`config.mk`:
```
export PLATFORM = sky130hd
export DESIGN_NAME = m28_reader
export DESIGN_NICKNAME = d
export VERILOG_FILES = /design/src/rtl/m28_reader.sv
export SDC_FILE = /design/constraint.sdc
export NUM_CORES = 1
export LEC_CHECK = 0
export BUFFER_PORTS_ARGS = -buffer_cell sky130_fd_sc_hd__buf_2
export CAP_MARGIN = 20
export CORE_MARGIN = 8
export CORE_UTILIZATION = 40
export CTS_BUF_LIST = sky130_fd_sc_hd__clkbuf_8
export DETAILED_ROUTE_END_ITERATION = 16
export PLACE_DENSITY = 0.58
export SYNTH_ARGS = -nofsm -noshare
export SYNTH_HDL_FRONTEND = slang
export SYNTH_SLANG_ARGS = --single-unit
```
`constraint.sdc`:
```
create_clock -name clk -period 2.89 [get_ports clk]
set_clock_uncertainty 0.2 [all_clocks]
set_input_delay 0.289 -clock clk [delete_from_list [all_inputs] [get_ports clk]]
set_output_delay 0.289 -clock clk [all_outputs]
set_load 0.1 [all_outputs]
```
`src/rtl/m28_reader.sv`:
```
// m28_reader: copies a 2048x8 parallel EEPROM into a 1024x16 RAM.
// Bytes are read in ascending address order. Each pair of bytes is assembled
// into one word, and that word is written to RAM in a single WRITE cycle.
module m28_reader #(
    parameter int ACC_WAIT  = 3,
    parameter int LOW_FIRST = 1
) (
    input  logic        clk,
    input  logic        rst_n,
    input  logic        start,
    input  logic        abort,
    output logic [10:0] eep_addr,
    output logic        eep_ce_n,
    output logic        eep_oe_n,
    output logic        eep_we_n,
    input  logic [7:0]  eep_data,
    output logic        we,
    output logic [9:0]  mem_addr,
    output logic [15:0] mem_din,
    output logic        busy,
    output logic        done
);

    typedef enum logic [2:0] {
        IDLE,
        SETUP,
        WAIT,
        WRITE,
        DONE
    } state_t;

    // Last value of the wait counter, i.e. the cycle whose closing edge samples eep_data.
    localparam logic [3:0] WAIT_LAST = 4'(ACC_WAIT - 1);
    // Pointer parity that selects the upper byte of the word buffer.
    localparam logic       HI_PARITY = (LOW_FIRST != 0);

    state_t      state_reg;
    logic [10:0] ptr_reg;
    logic [3:0]  wait_cnt_reg;
    logic [15:0] word_reg;
    logic [10:0] ptr_next;
    logic [15:0] capture_word;

    // The device is only ever read, so the write strobe stays inactive.
    assign eep_we_n = 1'b1;

    assign ptr_next = ptr_reg + 11'd1;

    // Word buffer with the current eep_data merged into the half that this byte owns.
    always_comb begin
        capture_word = word_reg;
        if (ptr_reg[0] == HI_PARITY) begin
            capture_word[15:8] = eep_data;
        end else begin
            capture_word[7:0] = eep_data;
        end
    end

    // Copy sequencer: state, pointer, and all registered outputs.
    always_ff @(posedge clk) begin
        if (!rst_n) begin
            state_reg    <= IDLE;
            ptr_reg      <= 11'd0;
            wait_cnt_reg <= 4'd0;
            word_reg     <= 16'd0;
            eep_addr     <= 11'd0;
            eep_ce_n     <= 1'b1;
            eep_oe_n     <= 1'b1;
            we           <= 1'b0;
            mem_addr     <= 10'd0;
            mem_din      <= 16'd0;
            busy         <= 1'b0;
            done         <= 1'b0;
        end else begin
            we   <= 1'b0;
            done <= 1'b0;
            case (state_reg)
                IDLE: begin
                    if (start && !abort) begin
                        state_reg <= SETUP;
                        ptr_reg   <= 11'd0;
                        eep_addr  <= 11'd0;
                        eep_ce_n  <= 1'b0;
                        eep_oe_n  <= 1'b0;
                        busy      <= 1'b1;
                    end
                end
                SETUP: begin
                    if (abort) begin
                        state_reg <= IDLE;
                        eep_ce_n  <= 1'b1;
                        eep_oe_n  <= 1'b1;
                        busy      <= 1'b0;
                    end else begin
                        state_reg    <= WAIT;
                        wait_cnt_reg <= 4'd0;
                    end
                end
                WAIT: begin
                    if (abort) begin
                        state_reg <= IDLE;
                        eep_ce_n  <= 1'b1;
                        eep_oe_n  <= 1'b1;
                        busy      <= 1'b0;
                    end else if (wait_cnt_reg == WAIT_LAST) begin
                        word_reg <= capture_word;
                        if (!ptr_reg[0]) begin
                            // First byte of the pair: fetch its partner next.
                            ptr_reg   <= ptr_next;
                            eep_addr  <= ptr_next;
                            state_reg <= SETUP;
                        end else begin
                            // Second byte completes the word: release the EEPROM and write.
                            state_reg <= WRITE;
                            we        <= 1'b1;
                            mem_addr  <= ptr_reg[10:1];
                            mem_din   <= capture_word;
                            eep_ce_n  <= 1'b1;
                            eep_oe_n  <= 1'b1;
                        end
                    end else begin
                        wait_cnt_reg <= wait_cnt_reg + 4'd1;
                    end
                end
                WRITE: begin
                    if (abort) begin
                        state_reg <= IDLE;
                        busy      <= 1'b0;
                    end else if (ptr_reg == 11'd2047) begin
                        state_reg <= DONE;
                        busy      <= 1'b0;
                        done      <= 1'b1;
                    end else begin
                        ptr_reg   <= ptr_next;
                        eep_addr  <= ptr_next;
                        eep_ce_n  <= 1'b0;
                        eep_oe_n  <= 1'b0;
                        state_reg <= SETUP;
                    end
                end
                DONE: begin
                    state_reg <= IDLE;
                end
                default: begin
                    state_reg <= IDLE;
                    eep_ce_n  <= 1'b1;
                    eep_oe_n  <= 1'b1;
                    busy      <= 1'b0;
                end
            endcase
        end
    end

endmodule

```
**Yosys cells after proc, flatten, opt, wreduce, memory -nomap -nowiden**

Index checks and enable logic that the tools add are counted.
W data, S select, Z words.

- Flip-flop bits (word level): 75
- Logic and storage cells: 95

- Add/subtract/negate cells: 2
- Eq/ne operators: 19
- Mux-type cells: 40
- Bitwise gates (word level): 6
- Reduce and logical (&&, ||, !) cells: 16

Operators with widths:

| cell | number |
|---|---|
| $mux W11 | 9 |
| $pmux W11 S3 | 2 |
| $ne A2 B2 Y1 const B | 9 |
| $mux W8 | 2 |
| $mux W3 | 5 |
| $reduce_and A7 Y1 | 2 |
| $mux W1 | 13 |
| $mux W4 | 3 |
| $pmux W3 S4 | 1 |
| $reduce_and A4 Y1 | 3 |
| $add A11 B1 Y11 const B | 1 |
| $eq A11 B11 Y1 const B | 1 |
| $ne A3 B3 Y1 const B | 3 |
| $pmux W4 S2 | 1 |
| $eq A3 B2 Y1 const B | 2 |
| $not A1 Y1 | 6 |
| $reduce_and A6 Y1 | 1 |
| $pmux W1 S5 | 1 |
| $add A4 B1 Y4 const B | 1 |
| $eq A4 B2 Y1 const B | 1 |
| $mux W2 | 2 |
| $pmux W1 S4 | 1 |
| $reduce_or A4 Y1 | 1 |
| $eq A3 B1 Y1 const B | 1 |
| other kinds (11) | 11 |

**Longest topological paths before layout**

Gate-level depths: netlist (run 1).

- Depth after elaboration: 5
- Depth in mapped cells: 8
- Mapped depth without buffers: 6

**Worst setup path before layout (run 1)**

OpenSTA, ideal clock, no wires.

- Kind: reg-to-reg
- Start point: register ptr_reg[0]
- End point: register eep_addr[6]
- Arrival: 1.863 ns
- Data required time: 2.563 ns
- Setup slack: 0.700 ns
- Cell stages (with the launch flop): 9
- Path buffers: 3
- Period minus slack after synthesis: 2.190 ns
- Cell sequence: dfxtp_1 ha_1 nand3_2 or3_1 buf_6 a21boi_4 buf_6 buf_12 mux2i_1

- Longest elaborated chain between the ends: 5

RTL lines:

| item | line | text |
|---|---|---|
| start, declared | 38 | `logic [10:0] ptr_reg;` |
| start signal, assigned | 109 | `ptr_reg <= ptr_next;` |
| start signal, assigned | 134 | `ptr_reg <= ptr_next;` |
| $add A11 B1 Y11 | 47 | `assign ptr_next = ptr_reg + 11'd1;` |
| $mux W11 | 107 | `if (!ptr_reg[0]) begin` |
| $mux W11 | 105 | `end else if (wait_cnt_reg == WAIT_LAST) begin` |
| $mux W11 | 100 | `if (abort) begin` |
| $pmux W11 S3 | 77 | `case (state_reg)` |
| end signal, assigned | 110 | `eep_addr <= ptr_next;` |
| end signal, assigned | 135 | `eep_addr <= ptr_next;` |
| end, declared | 12 | `output logic [10:0] eep_addr,` |

Parallel ways exist; a longest one is shown, timed or not. The select of a mux whose other input is x is not followed.
A chain may end at the register's enable or synchronous reset.

**Final worst setup path (run 1)**

- Start point: register state_reg[1]
- End point: register eep_addr[1]

- Longest elaborated chain between the ends: 3

RTL lines:

| item | line | text |
|---|---|---|
| start, declared | 37 | `state_t state_reg;` |
| start signal, assigned | 62 | `state_reg <= IDLE;` |
| start signal, assigned | 80 | `state_reg <= SETUP;` |
| start signal, assigned | 90 | `state_reg <= IDLE;` |
| $eq A3 B2 Y1 / $logic_not A3 Y1 (equally long branches) | 77 |  |
| $ne A2 B2 Y1 (no line) / $reduce_bool A3 Y1 (equally long branches) | n/a |  |
| $reduce_and A7 Y1 (no line) | n/a |  |

Parallel ways exist; a longest one is shown, timed or not.

==> impl_metrics.toml, run 1 <==
[grt]
track_usage_pct = 14.21
antenna_found_initial = 0
grt_pass1_vias = 2642
grt_max_degree = 34
grt_pass1_wl_um = 13160
overflow = 0

[power_and_ir_drop]
clockPowerShare_pct = 43.7
finalPower_w = 0.001865
combPwrFrac_pct = 6.5
p_sw_w = 0.0004911
internal-power_w = 0.001374
p_per_area_nw_per_um2 = 484.3
ir_worst_vdd_v = 0.0003239
power_frac_seq_pct = 49.8
leakage_nw = 1.734
swShare_pct = 26.33

[place]
finalWeightedCongestion = 0.8319
hpwl_um = 5523
dp_cells = 497
dpl_cell_area_um2 = 3566
port_buffers = 53

[synthesis]
synth_nets = 379
netlist_top_cells_area = "dfxtp_1 (41%), mux2i_1 (14%), nor2_1 (4.6%)"
synth_warnings = 0
ys_types = 63
avgSynthCellArea_um2 = 9.069
syn-instance-count = 363
synth_top_area_share_pct = 40.74
synthArstFlopShare_pct = 0
ys_seq_area_share_pct = 40.74
synth_edf_count = 0
synthFlopType = "dfxtp_1"
ys_seq_elements = 67
syn_area_um2 = 3292
synth_top_cell_by_area = "dfxtp_1"

[run]
cap_violations = 0

[finish]
largest_reg_flops = 16
finish.instance_area_um2 = 3851
final_layout_size_suffix_gt1_share_pct = 24.04
instances_no_fill = 521
n_antenna_cell = 0
area_delta_synth_final_pct = 16.99
final_nets = 427
final_util_pct = 47.59

[setup_path]
worst-setup-path-type = "reg -> reg"
crit_required_ps = 2970
start_kind = "register"
path_max_fanout = 17
worst_ep_arrival_time_ps = 2570
crit_path_end_kind = "register"

[sta]
fin_crit_sh_pct = 86.18
setup_viol = 0
slew_headroom_pct = 50.33
fmax_ghz = 0.4015
rsz0062_at_grt = "no"
period_needed_ps = 2491
setup_tns_ps = 0
hold_viol = 0
slew_violations = 0
worst_pin_slew_ps = 743.2

[detailed_routing]
first_pass_iters = 5
wl_per_cell_um = 15.12
dr.first_iter.drc_count = 150
vias = 2732
totalWireLength_um = 7877
via_per_inst = 5.244
drc = 0
postRouteAntennaNets = 0

[clock_network]
clk_latency_ps = 350
ctsResizeCount = 0
cts.sinks = 67
numCtsBuffers = 9
cts_setup_buffers = 0
cts_root_buf = "clkbuf_8"
cts_tree = "yes"
htree_levels = 3
clk_pin_slew_ps = 80
max-clock-path-buffers = 2

[die]
dieArea_um2 = 11390
initial_utilization_pct = 40.68
rows = 33
io_pins = 55
core_um2 = 8093
die_y_um = 106.7
die_w_um = 106.7

[hold_path]
min_path_type = "in -> reg"

[outcome]
status = "finished, final reports clean"
==> critical path, cell delays in order (launching register included) <==
cell      delay [ps]
dfxtp_1          610
or3b_2           520
a21o_2           230
a21boi_4         600
mux2i_1          250
==> cells by family after synthesis <==
group                      count (synthesis)  share of synthesized area [%]
other                                      1                         0.1139
xor gates and xnor gates                   3                         0.7983
AOI/OAI and AO/OA                         64                          14.67
muxes                                     46                          13.99
DFF                                       67                          40.75
buffers and inverters                     44                          7.298
adders and majority gates                  4                          1.520
and+or+nand+nor                          134                          20.87
==> area by class of cell <==
type / instances / area, µm²
fillers: 816 / 4242
multi-input cells: 252 / 1715
flip-flops and latches: 67 / 1341
repair buffers: 71 / 420.4
well taps: 105 / 131.4
clock buffers: 9 / 123.9
clock inverters: 7 / 81.33
inverters: 10 / 37.54
==> synth_stat cells (5+ instances only) <==
cell type and instances:
inv_1 10, buf_2 10, mux2i_1 46, nand2_1 31, o211ai_1 5, o21ai_0 12, buf_4 8, nand3_1 18
o211ai_2 5, dfxtp_1 67, nor2_1 40, clkbuf_1 12, a21boi_0 5, nor3_1 5, a21oi_1 10
==> layer usage <==
| metal | vias up | track usage (%) | wire, µm |
|---|---|---|---|
| li1 | 1378 | - | - |
| met1 | 1282 | 18.07 | 3803 |
| met2 | 64 | 21.71 | 3429 |
| met3 | 8 | 5.339 | 561 |
| met4 | 0 | 4.523 | 82 |
| met5 | - | 0 | 0 |
==> power by group through the flow <==
stage          Clock (W)  Sequential [W]  Combinational (W)
2_1_floorplan          0        0.000968          0.0000762
6_report        0.000815        0.000930           0.000121
3_3_place_gp           0        0.000951           0.000112
4_1_cts         0.000839        0.000930           0.000121
5_1_grt         0.000880        0.000930           0.000130
3_5_place_dp           0        0.000951           0.000113
==> final timing paths <==
| check | depth (start not counted) | slack (ps) | to | from |
|---|---|---|---|---|
| worst max register to register | 4 | 400 | eep_addr[1] | state_reg[1] |
| worst min-delay path | 2 | 130 | ptr_reg[5] | rst_n |
| worst max-delay path | 4 | 400 | eep_addr[1] | state_reg[1] |
| worst min register to register | 2 | 250 | eep_addr[6] | eep_addr[6] |
==> per-stage QoR <==
step	hold slack (ps)	setup WS, ps
final	131.7	399.4
after global routing	132.3	269.7
after CTS	123.4	392.0
after detailed placement	244.3	424.2
after global placement	241.2	456.8
after floorplan	232.9	699.8
==> repair_timing <==
action,CTS,global route
endpoints found under the setup margin,0,0
hold buffers,8,0
endpoints found under the hold margin,14,0
==> cell usage in the layout, fill, tap and decap left out, types with 4 or more instances in the layout <==
cell,Yosys,layout
o211ai_1,5,5
nand2_1,31,31
a21oi_1,10,10
nor2_1,40,40
buf_2,10,53
clkbuf_8,0,9
buf_4,8,10
dlygate4sd3_1,0,8
and3_1,4,4
mux2i_1,46,46
inv_6,0,4
o211ai_2,5,5
a21boi_0,5,5
nand3_1,18,17
or3_1,4,4
dfxtp_1,67,67
ha_1,4,4
o21a_1,4,4
o21ai_0,12,12
nor3_1,5,5
inv_1,10,10
Power figures use the tool's default switching activity.
==> run 2: changes to the inputs <==
--- a/config.mk
+++ b/config.mk
@@ -6,7 +6,7 @@
 export NUM_CORES = 1
 export LEC_CHECK = 0
 export BUFFER_PORTS_ARGS = -buffer_cell sky130_fd_sc_hd__buf_2
-export CAP_MARGIN = 20
+export CAP_MARGIN = 5
 export CORE_MARGIN = 8
 export CORE_UTILIZATION = 40
 export CTS_BUF_LIST = sky130_fd_sc_hd__clkbuf_8
==> constraint.sdc (replaced) <==
create_clock -name clk -period 3.2 [get_ports clk]
set_clock_uncertainty 0.2 [all_clocks]
set_input_delay 0.32 -clock clk [delete_from_list [all_inputs] [get_ports clk]]
set_output_delay 0.32 -clock clk [all_outputs]
set_load 0.1 [all_outputs]
==> run 2 against run 1 <==
Net effect: final area down 2.7%; via count up 0.40%; non-clock buffer count down 11; register-to-register slack better by 280 ps; critical path type unchanged; largest power group unchanged.
==> impl_metrics.toml, run 2 (synthesis gave the netlist of run 1 again) <==
[finish]
fill_cells = 838
layout_common_cells = "dfxtp_1 (67), buf_2 (53), mux2i_1 (46)"
n_antenna_cell = 0
final_nets = 416
area_delta_synth_final_pct = 13.83
layout_commonest_cell = "dfxtp_1"
final_layout_size_suffix_gt1_share_pct = 23.95
largest_reg_flops = 16

[clock_network]
numCtsBuffers = 9
clk_pin_slew_ps = 90
cts_setup_buffers = 0
htree_levels = 3
cts.sinks = 67
hold_buffers = 0
clk_latency_ps = 340
cts_tree = "yes"
ctsResizeCount = 0
max-clock-path-buffers = 2
cts_root_buf = "clkbuf_8"

[sta]
fin_crit_sh_pct = 78.85
setup_tns_ps = 0
period_needed_ps = 2523
setup_viol = 0
rsz0062_at_grt = "no"
worst_pin_slew_ps = 752.1
hold_viol = 0
slew_headroom_pct = 49.74
slew_violations = 0
fmax_ghz = 0.3963

[hold_path]
hold_depth = 3
whs_endpoint = "mem_din[8]"
min_path_type = "in -> reg"
hp-start = "eep_data[0]"

[die]
die_y_um = 106.7
initial_utilization_pct = 40.68
io_pins = 55
core_um2 = 8093
dieArea_um2 = 11390
rows = 33
die_w_um = 106.7

[setup_path]
reg2regPathDepth = 4
start_kind = "register"
crit_path_end_kind = "register"
r2r_slack_ps = 680
worst-setup-path-type = "reg -> reg"
crit_required_ps = 3270
reg2reg_from = "state_reg[1]"
r2r_end = "ptr_reg[6]"
crit_start = "state_reg[1]"
path_max_fanout = 17
worst_ep_arrival_time_ps = 2590

[power_and_ir_drop]
p_per_area_nw_per_um2 = 444.3
ir_worst_vdd_v = 0.0002558
leakage_nw = 1.682
finalPower_w = 0.001665

[detailed_routing]
wl_per_cell_um = 15.17
vias = 2743
via_per_inst = 5.378
totalWireLength_um = 7737
postRouteAntennaNets = 0
drc = 0
dr.first_iter.drc_count = 150
first_pass_iters = 5

[grt]
grt_pass1_wl_um = 12910
overflow = 0
antenna_found_initial = 0
grt_max_degree = 34
track_usage_pct = 13.94
grt_pass1_vias = 2654

[place]
finalWeightedCongestion = 0.8638
port_buffers = 53
hpwl_um = 5532

[run]
cap_violations = 0

[outcome]
status = "finished, final reports clean"
## run 2: worst max-delay path by stage
stage          slack [ps]          end
2_1_floorplan        1010  eep_addr[6]
3_3_place_gp          760   ptr_reg[4]
3_5_place_dp          710  eep_addr[4]
4_1_cts               680   ptr_reg[6]
5_1_grt               550  eep_addr[7]
6_report              680   ptr_reg[6]
## run 2: area by class of cell
class	instances	area [µm²]	share of cell area [%]
Clock inverter	7	80.08	2.137
Timing Repair Buffer	60	317.8	8.481
Sequential cell	67	1341	35.79
Inverter	10	37.54	1.002
Tap cell	105	131.4	3.506
Multi-Input combinational cell	252	1715	45.78
Clock buffer	9	123.9	3.306
## run 2: critical path: stages (launching register included)
cell,delay [ps]
dfxtp_1,610
or3b_2,530
a21o_2,240
a21boi_4,610
mux2i_1,260
## run 2: power by group
part | switching [W] | internal [W] | total (W)
registers | 0.00000323 | 0.000836 | 0.000839
clock network | 0.000354 | 0.000371 | 0.000724
logic | 0.0000751 | 0.0000262 | 0.000101
## run 2: metal layers
metal | global-route usage (%) | vias up | wire length [µm]
met4 | 5.025 | 0 | 170
met3 | 6.179 | 16 | 684
met5 | 0 | - | 0
met2 | 21.09 | 93 | 3246
li1 | - | 1363 | -
met1 | 17.10 | 1271 | 3636
## run 2: metrics by stage
step	setup slack [ps]	hold slack [ps]	instance area [µm²]	instances	util [%]
finish	676.9	24.56	3747	510	46.30
detailed placement	713.7	245.3	3543	494	43.78
global placement	758.2	242.2	3543	494	43.78
floorplan	1010	259.6	3292	363	-
global route	545.1	9.931	3747	510	46.30
CTS	684.5	9.462	3747	510	46.30
